===== config.mk =====
export PLATFORM = sky130hd
export DESIGN_NAME = mac_accumulator
export DESIGN_NICKNAME = d
export VERILOG_FILES = /design/src/rtl/mac_pkg.sv /design/src/rtl/mac_acc_adder.sv /design/src/rtl/mac_accumulator.sv
export SDC_FILE = /design/constraint.sdc
export NUM_CORES = 1
export LEC_CHECK = 0
export BUFFER_PORTS_ARGS = -buffer_cell sky130_fd_sc_hd__buf_2
export CELL_PAD_IN_SITES_DETAIL_PLACEMENT = 2
export CELL_PAD_IN_SITES_GLOBAL_PLACEMENT = 2
export CORE_ASPECT_RATIO = 0.9
export CORE_MARGIN = 4
export CORE_UTILIZATION = 34
export CTS_BUF_LIST = sky130_fd_sc_hd__clkbuf_2
export DETAILED_ROUTE_END_ITERATION = 10
export PLACE_DENSITY_LB_ADDON = 0.1
export RECOVER_POWER = 25
export SKIP_CTS_REPAIR_TIMING = 1
export SYNTH_ARGS = -nofsm -noshare
export SYNTH_HDL_FRONTEND = slang
export SYNTH_SLANG_ARGS = --single-unit

===== constraint.sdc =====
create_clock -name clk -period 7.4 [get_ports clk]
set_clock_uncertainty 0.2 [all_clocks]
set_input_delay 0.74 -clock clk [delete_from_list [all_inputs] [get_ports clk]]
set_output_delay 0.74 -clock clk [all_outputs]
set_load 0.005 [all_outputs]

===== src/rtl/mac_pkg.sv =====
// ============================================================================
// Module      : mac_pkg
// Description : Shared state encoding and default widths for mac_accumulator.
// Revision    : 1.0 - initial release
// ============================================================================
`default_nettype none

package mac_pkg;

    localparam int PROD_W  = 32;
    localparam int ACC_W   = 40;
    localparam int CNT_W   = 8;
    localparam int STATE_W = 2;

    typedef enum logic [STATE_W-1:0] {
        IDLE  = 2'd0,
        ACCUM = 2'd1,
        OUT   = 2'd2
    } state_t;

endpackage

`default_nettype wire


===== src/rtl/mac_acc_adder.sv =====
// ============================================================================
// Module      : mac_acc_adder
// Description : Combinational accumulator add with carry-out. When
//               MAC_ACC_SATURATE_EN is defined a carry clamps the sum to
//               all ones; otherwise the sum wraps modulo 2**ACC_W.
// Revision    : 1.0 - initial release
// ============================================================================
`default_nettype none

module mac_acc_adder #(
    parameter int PROD_W = 32,
    parameter int ACC_W  = 40
) (
    input  logic [ACC_W-1:0]  i_acc,
    input  logic [PROD_W-1:0] i_prod,
    output logic [ACC_W-1:0]  o_sum,
    output logic              o_carry
);

    logic [ACC_W-1:0] w_prod_ext;
    logic [ACC_W:0]   w_raw;

    assign w_prod_ext = ACC_W'(i_prod);
    assign w_raw      = {1'b0, i_acc} + {1'b0, w_prod_ext};
    assign o_carry    = w_raw[ACC_W];

`ifdef MAC_ACC_SATURATE_EN
    // Once saturated, any further nonzero term carries again, so the clamp holds.
    assign o_sum = w_raw[ACC_W] ? {ACC_W{1'b1}} : w_raw[ACC_W-1:0];
`else
    assign o_sum = w_raw[ACC_W-1:0];
`endif

endmodule

`default_nettype wire


===== src/rtl/mac_accumulator.sv =====
// ============================================================================
// Module      : mac_accumulator
// Description : Sums LEN unsigned products into a wide accumulator and
//               returns the sum on a valid/ready port. Optional saturation
//               via MAC_ACC_SATURATE_EN (see mac_acc_adder).
// Revision    : 1.0 - initial release
// ============================================================================
`default_nettype none

module mac_accumulator #(
    parameter int PROD_W = mac_pkg::PROD_W,
    parameter int ACC_W  = mac_pkg::ACC_W,
    parameter int CNT_W  = mac_pkg::CNT_W
) (
    input  logic              clk,
    input  logic              rst,
    input  logic              start,
    input  logic [CNT_W-1:0]  len,
    input  logic              prod_valid,
    output logic              prod_ready,
    input  logic [PROD_W-1:0] prod_data,
    output logic              res_valid,
    input  logic              res_ready,
    output logic [ACC_W-1:0]  res_data,
    output logic              res_ovf,
    output logic              busy
);

    import mac_pkg::*;

    state_t             r_state_q, w_state_d;
    logic [ACC_W-1:0]   r_acc_q,   w_acc_d;
    logic               r_ovf_q,   w_ovf_d;
    logic [CNT_W-1:0]   r_rem_q,   w_rem_d;

    logic [ACC_W-1:0]   w_sum;
    logic               w_carry;

    mac_acc_adder #(
        .PROD_W (PROD_W),
        .ACC_W  (ACC_W)
    ) u_adder (
        .i_acc   (r_acc_q),
        .i_prod  (prod_data),
        .o_sum   (w_sum),
        .o_carry (w_carry)
    );

    always_comb begin
        w_state_d = r_state_q;
        w_acc_d   = r_acc_q;
        w_ovf_d   = r_ovf_q;
        w_rem_d   = r_rem_q;
        case (r_state_q)
            IDLE: begin
                if (start) begin
                    w_acc_d   = '0;
                    w_ovf_d   = 1'b0;
                    w_rem_d   = len;
                    w_state_d = (len != '0) ? ACCUM : OUT;
                end
            end
            ACCUM: begin
                if (prod_valid) begin
                    w_acc_d = w_sum;
                    w_ovf_d = r_ovf_q | w_carry;
                    w_rem_d = r_rem_q - CNT_W'(1);
                    if (r_rem_q == CNT_W'(1)) begin
                        w_state_d = OUT;
                    end
                end
            end
            OUT: begin
                // A start coinciding with the handshake is dropped: IDLE must be seen first.
                if (res_ready) begin
                    w_state_d = IDLE;
                end
            end
            default: begin
                w_state_d = IDLE;
            end
        endcase
    end

    always_ff @(posedge clk) begin
        if (rst) begin
            r_state_q <= IDLE;
            r_acc_q   <= '0;
            r_ovf_q   <= 1'b0;
            r_rem_q   <= '0;
        end else begin
            r_state_q <= w_state_d;
            r_acc_q   <= w_acc_d;
            r_ovf_q   <= w_ovf_d;
            r_rem_q   <= w_rem_d;
        end
    end

    // All outputs decode registered state only.
    assign prod_ready = (r_state_q == ACCUM);
    assign res_valid  = (r_state_q == OUT);
    assign busy       = (r_state_q != IDLE);
    assign res_data   = r_acc_q;
    assign res_ovf    = r_ovf_q;

endmodule

`default_nettype wire


# Word level (Yosys, flattened, before mapping)
# Index checks and enable logic that the tools add are counted.
# op_classes
add_sub_neg,2
eq_ne,7
mux,15
bitwise_logic,1
n_reduce_logical,6
# op_table
cell,count
2-to-1 mux 40 bit,2
one-hot mux 40 bit (2 select lines),1
adder 40 x 32 -> 41 bit,1
2-to-1 mux 8 bit,2
one-hot mux 8 bit (2 select lines),1
2-to-1 mux 2 bit,5
"== test 8 x 1 -> 1 bit, second input constant",1
nonzero test 8 bit,1
"subtractor 8 x 1 -> 8 bit, second input constant",1
one-hot mux 2 bit (3 select lines),1
"!= test 2 x 1 -> 1 bit, second input constant",2
"!= test 2 bit, second input constant",2
AND reduction 4 bit,1
nonzero test 2 bit,2
AND reduction 3 bit,1
"== test 2 x 1 -> 1 bit, second input constant",1
"== test 2 bit, second input constant",1
zero test 2 bit,1
2-to-1 mux 1 bit,2
one-hot mux 1 bit (2 select lines),1
bitwise OR 1 bit,1
# word_totals
reg_bits,51
output_inout_bits,44

# Longest topological paths before layout
# logic_depth
ltp_word,4
ltp_mapped,10
ltp_nobuf,10

# By module
# From an unflattened synthesis, not the netlist that was laid out.
# unflattened
hier_cells,509
hier_area_um2,4021.4
# by_module_without_submodules
module,instances,cells_each,area_per_inst_um2
mac_accumulator,1,225,2040.7
mac_acc_adder,1,284,1980.6

# Worst setup path before layout
# Ideal clock, no wire load.
# synth_path
path_kind,input-to-reg
startpoint,input port prod_data[0]
endpoint,register r_acc_q[24] (netlist: res_data[24])
setup_ns,0.127
t_arrival_ns,2.854
slack_ns,4.220
cell_stages,10
path_cell_list,ha_1 fa_1 a21o_1 a221oi_2 o21ai_1 and2b_1 a41o_1 a311oi_1 xor2_1 o21ai_1
# synth_between
elab_chain_len,3
# synth_lines
element,line_no,text
start: declaration,mac_accumulator.sv:21,"input logic [PROD_W-1:0] prod_data,"
adder 40 x 32 -> 41 bit,mac_acc_adder.sv:24,"assign w_raw = {1'b0, i_acc} + {1'b0, w_prod_ext};"
2-to-1 mux 40 bit,mac_accumulator.sv:64,if (prod_valid) begin
one-hot mux 40 bit (2 select lines),mac_accumulator.sv:54,case (r_state_q)
end signal: assignment,mac_accumulator.sv:93,r_acc_q <= w_acc_d;
end: declaration,mac_accumulator.sv:32,"logic [ACC_W-1:0] r_acc_q, w_acc_d;"
# No other way between the ends. The select of a mux whose other input is x is not followed.
# A chain may end at the register's enable or synchronous reset.

# Final worst setup path
# layout_path
startpoint,register r_acc_q[0] (netlist: res_data[0])
endpoint,register r_acc_q[24] (netlist: res_data[24])
# layout_between
elab_chain_len,3
# layout_lines
element,line_no
adder 40 x 32 -> 41 bit,mac_acc_adder.sv:24
2-to-1 mux 40 bit,mac_accumulator.sv:64
one-hot mux 40 bit (2 select lines),mac_accumulator.sv:54
# No other way between the ends. The select of a mux whose other input is x is not followed.

==> results.py <==
metrics = {
    "run_status": {
        "status": "finished clean",
    },
    "critical_path": {
        "crit_path_start_kind": "flop",
        "crit_path_top_delay_cell": "fa_1",
        "required_ps": 7630,
        "path_cells": "ha_1, fa_1, a21o_1, a221oi_2, o21ai_1, and2b_1, a41o_1, a311oi_1, xor2_1, o21ai_1",
        "regToRegEndpoint": "res_data[24]",
        "timing.rr.start": "res_data[0]",
        "reg2reg_slack_ps": 4220,
        "crit_path_frequent_cell": "o21ai_1",
        "reg2reg_depth": 10,
        "endpoint_kind": "flop",
        "slowest_delay_ps": 420,
        "crit_buf_inv": 0,
        "cp_data_arrival_time_ps": 3420,
        "crit_fanout": 3,
        "cp_top_family": "compound AO/OA/AOI/OAI gates",
        "crit_type": "flop to flop",
    },
    "clocking": {
        "clock_latency_ps": 510,
        "clockRootBuffer": "clkbuf_2",
        "clkTransAtPathRegs_ps": 300,
        "htree_num_levels": 2,
        "cts_tree": "yes",
        "clock_sinks": 51,
        "cts_made_buffers": 5,
        "cts_buffer_depth": 2,
    },
    "yosys": {
        "syn-num-nets": 593,
        "synthFlopType": "dfxtp_1",
        "ys_seq_elements": 51,
        "synth_warnings": 0,
        "syn_avg_cell_area_um2": 7.646,
        "synth_cell_types": 66,
        "synth_area_um2": 3923,
        "netlist_instances": 513,
        "synth_edf_count": 0,
        "ys_seq_area_share_pct": 26.03,
        "async_reset_ff_share_pct": 0,
    },
    "grt": {
        "grt_pass1_wl_um": 23320,
        "grt_util_all_layers_pct": 22.05,
        "first_global_vias": 4519,
        "antenna_found_initial": 0,
        "grt_overflow": 0,
        "grt_start_max_net_pins": 31,
    },
    "layout": {
        "fin_nets": 669,
        "final_util_pct": 40.94,
        "area_growth_pct": 15.18,
        "final_cell_mix": "77 x buf_2, 66 x nand2_1, 51 x dfxtp_1",
        "drive_above_1_share_pct": 16.44,
        "n_antenna_cell": 0,
        "layout_commonest_cell": "buf_2",
    },
    "power_and_ir_drop": {
        "combPwrFrac_pct": 44.4,
        "p_switching_w": 0.0003669,
        "power.leakage_nw": 2.000,
        "power.density_nw_per_um2": 182.6,
        "p_clk_share_pct": 15.8,
        "ir_drop_mv": 0.06392,
        "p_seq_share_pct": 39.8,
        "swShare_pct": 44.48,
        "p_int_w": 0.0004581,
    },
    "timing": {
        "fin_tns_setup_ps": 0,
        "finalSetupViolations": 0,
        "post-route-period-util_pct": 43.04,
        "hold_viol_final": 0,
        "tightest_slew_ps": 1460,
        "fin_crit_ps": 3185,
        "relSlewSlack_pct": 2.677,
        "whs_ps": 237.2,
        "drv_slew": 0,
        "max_freq_mhz": 314.0,
        "rsz0062_at_grt": "false",
    },
    "min_path": {
        "min_from": "len[0]",
        "whs_endpoint": "r_rem_q[0]",
        "hold_class": "input port to flop",
        "min_path_cells": 3,
    },
    "placed_design": {
        "dp_hpwl_um": 11490,
        "gp_congestion": 0.8562,
        "portBuffers": 88,
    },
    "floorplanning": {
        "die_w_um": 121.2,
        "initial_core_util_pct": 35.54,
        "die_area_um2": 13320,
        "coreArea_um2": 11040,
        "placementRows": 36,
        "ioPinCount": 89,
        "die_h_um": 109.9,
    },
    "routing": {
        "vias_per_cell": 5.736,
        "drc_errors": 0,
        "dr.first_iter.drc_count": 259,
        "ant_nets": 0,
        "wire_per_inst_um": 19.47,
        "wirelength_um": 14450,
        "vias": 4256,
        "dr.pass1.iters": 4,
    },
    "job": {
        "maxCapViolations": 0,
    },
}
## cell usage after synthesis, types with 4 or more instances
master	count	area [µm²]
a31oi_1	7	43.79
dfxtp_1	51	1021
a21oi_1	49	245.2
nand4_1	6	37.54
o21a_1	4	30.03
nand2_1	66	247.7
o31ai_1	5	37.54
ha_1	34	425.4
clkbuf_1	18	67.56
xnor2_1	14	122.6
and4_1	4	35.03
o21ai_1	6	30.03
xor2_1	9	78.83
o21bai_1	4	30.03
and3_1	8	50.05
nor2_1	50	187.7
o21ai_0	23	115.1
buf_2	5	25.02
a21o_1	13	97.59
nor3_1	12	60.06
o211ai_1	4	30.03
or3_1	6	37.54
a22oi_1	17	127.6
inv_1	12	45.04
nor4_1	7	43.79
and2_1	7	43.79
nand3_1	18	90.09
## final cells by class
cell class / count / area (µm²)
Clock buffer: 5 / 25.02
Timing Repair Buffer: 92 / 452.9
Clock inverter: 3 / 20.02
Multi-Input combinational cell: 426 / 2760
Sequential cell: 51 / 1021
Tap cell: 152 / 190.2
Inverter: 13 / 48.80
Fill cell: 1343 / 6518
## cells by family (layout without fill, tap and decap cells)
logic type / Yosys count / count (layout) / synth area share [%]
xor+xnor: 23 / 23 / 5.136
fa+ha+maj: 35 / 35 / 11.36
simple gates: 199 / 199 / 24.59
compound gates: 167 / 167 / 28.77
mux: 2 / 2 / 0.5104
buf+inv: 36 / 113 / 3.604
flops: 51 / 51 / 26.03
## power groups by stage
| stage | clock (W) | combinational [W] | sequential (W) |
|---|---|---|---|
| floorplan | 0 | 0.000247 | 0.000328 |
| global placement | 0 | 0.000355 | 0.000331 |
| detailed placement | 0 | 0.000368 | 0.000333 |
| CTS | 0.000138 | 0.000370 | 0.000329 |
| global route | 0.000151 | 0.000411 | 0.000334 |
| finish | 0.000130 | 0.000366 | 0.000328 |
## worst reg2reg max path, cell delays in order (launching register included)
cell and delay [ps]:
dfxtp_1 390, ha_1 220, fa_1 420, a21o_1 210
a221oi_2 380, o21ai_1 180, and2b_1 220, a41o_1 270
a311oi_1 360, xor2_1 190, o21ai_1 70
## per-layer routing
| metal | track usage (%) | part of all wire [%] |
|---|---|---|
| met1 | 29.80 | 49 |
| met2 | 37.17 | 46 |
| met3 | 3.189 | 4.1 |
| met4 | 5.520 | 0.93 |
| met5 | 0 | 0 |
## metrics by stage
stage / area, µm² / total power [W] / instances / setup WS, ps
after floorplan: 3923 / 0.0005751 / 513 / 4220
after global placement: 4491 / 0.0006866 / 734 / 3834
after detailed placement: 4491 / 0.0007010 / 734 / 3743
after CTS: 4536 / 0.0008365 / 742 / 4233
after global routing: 4518 / 0.0008957 / 742 / 3992
final: 4518 / 0.0008250 / 742 / 4215
## registers in the layout, indices dropped and copies added, names as in the netlist
register	flops
res_data	40
res_ovf	1
r_rem_q	8
r_state_q	2
## worst max-delay path by stage
stage | endpoint | cells after the start | slack [ps] | start
CTS | res_data[36] | 10 | 4230 | res_data[0]
global route | res_data[39] | 9 | 3990 | r_state_q[0]
detailed placement | res_data[24] | 11 | 3740 | prod_data[0]
global placement | res_data[36] | 11 | 3830 | prod_data[0]
floorplan | res_data[24] | 10 | 4220 | prod_data[0]
finish | res_data[24] | 10 | 4220 | res_data[0]
Power figures use the tool's default switching activity.
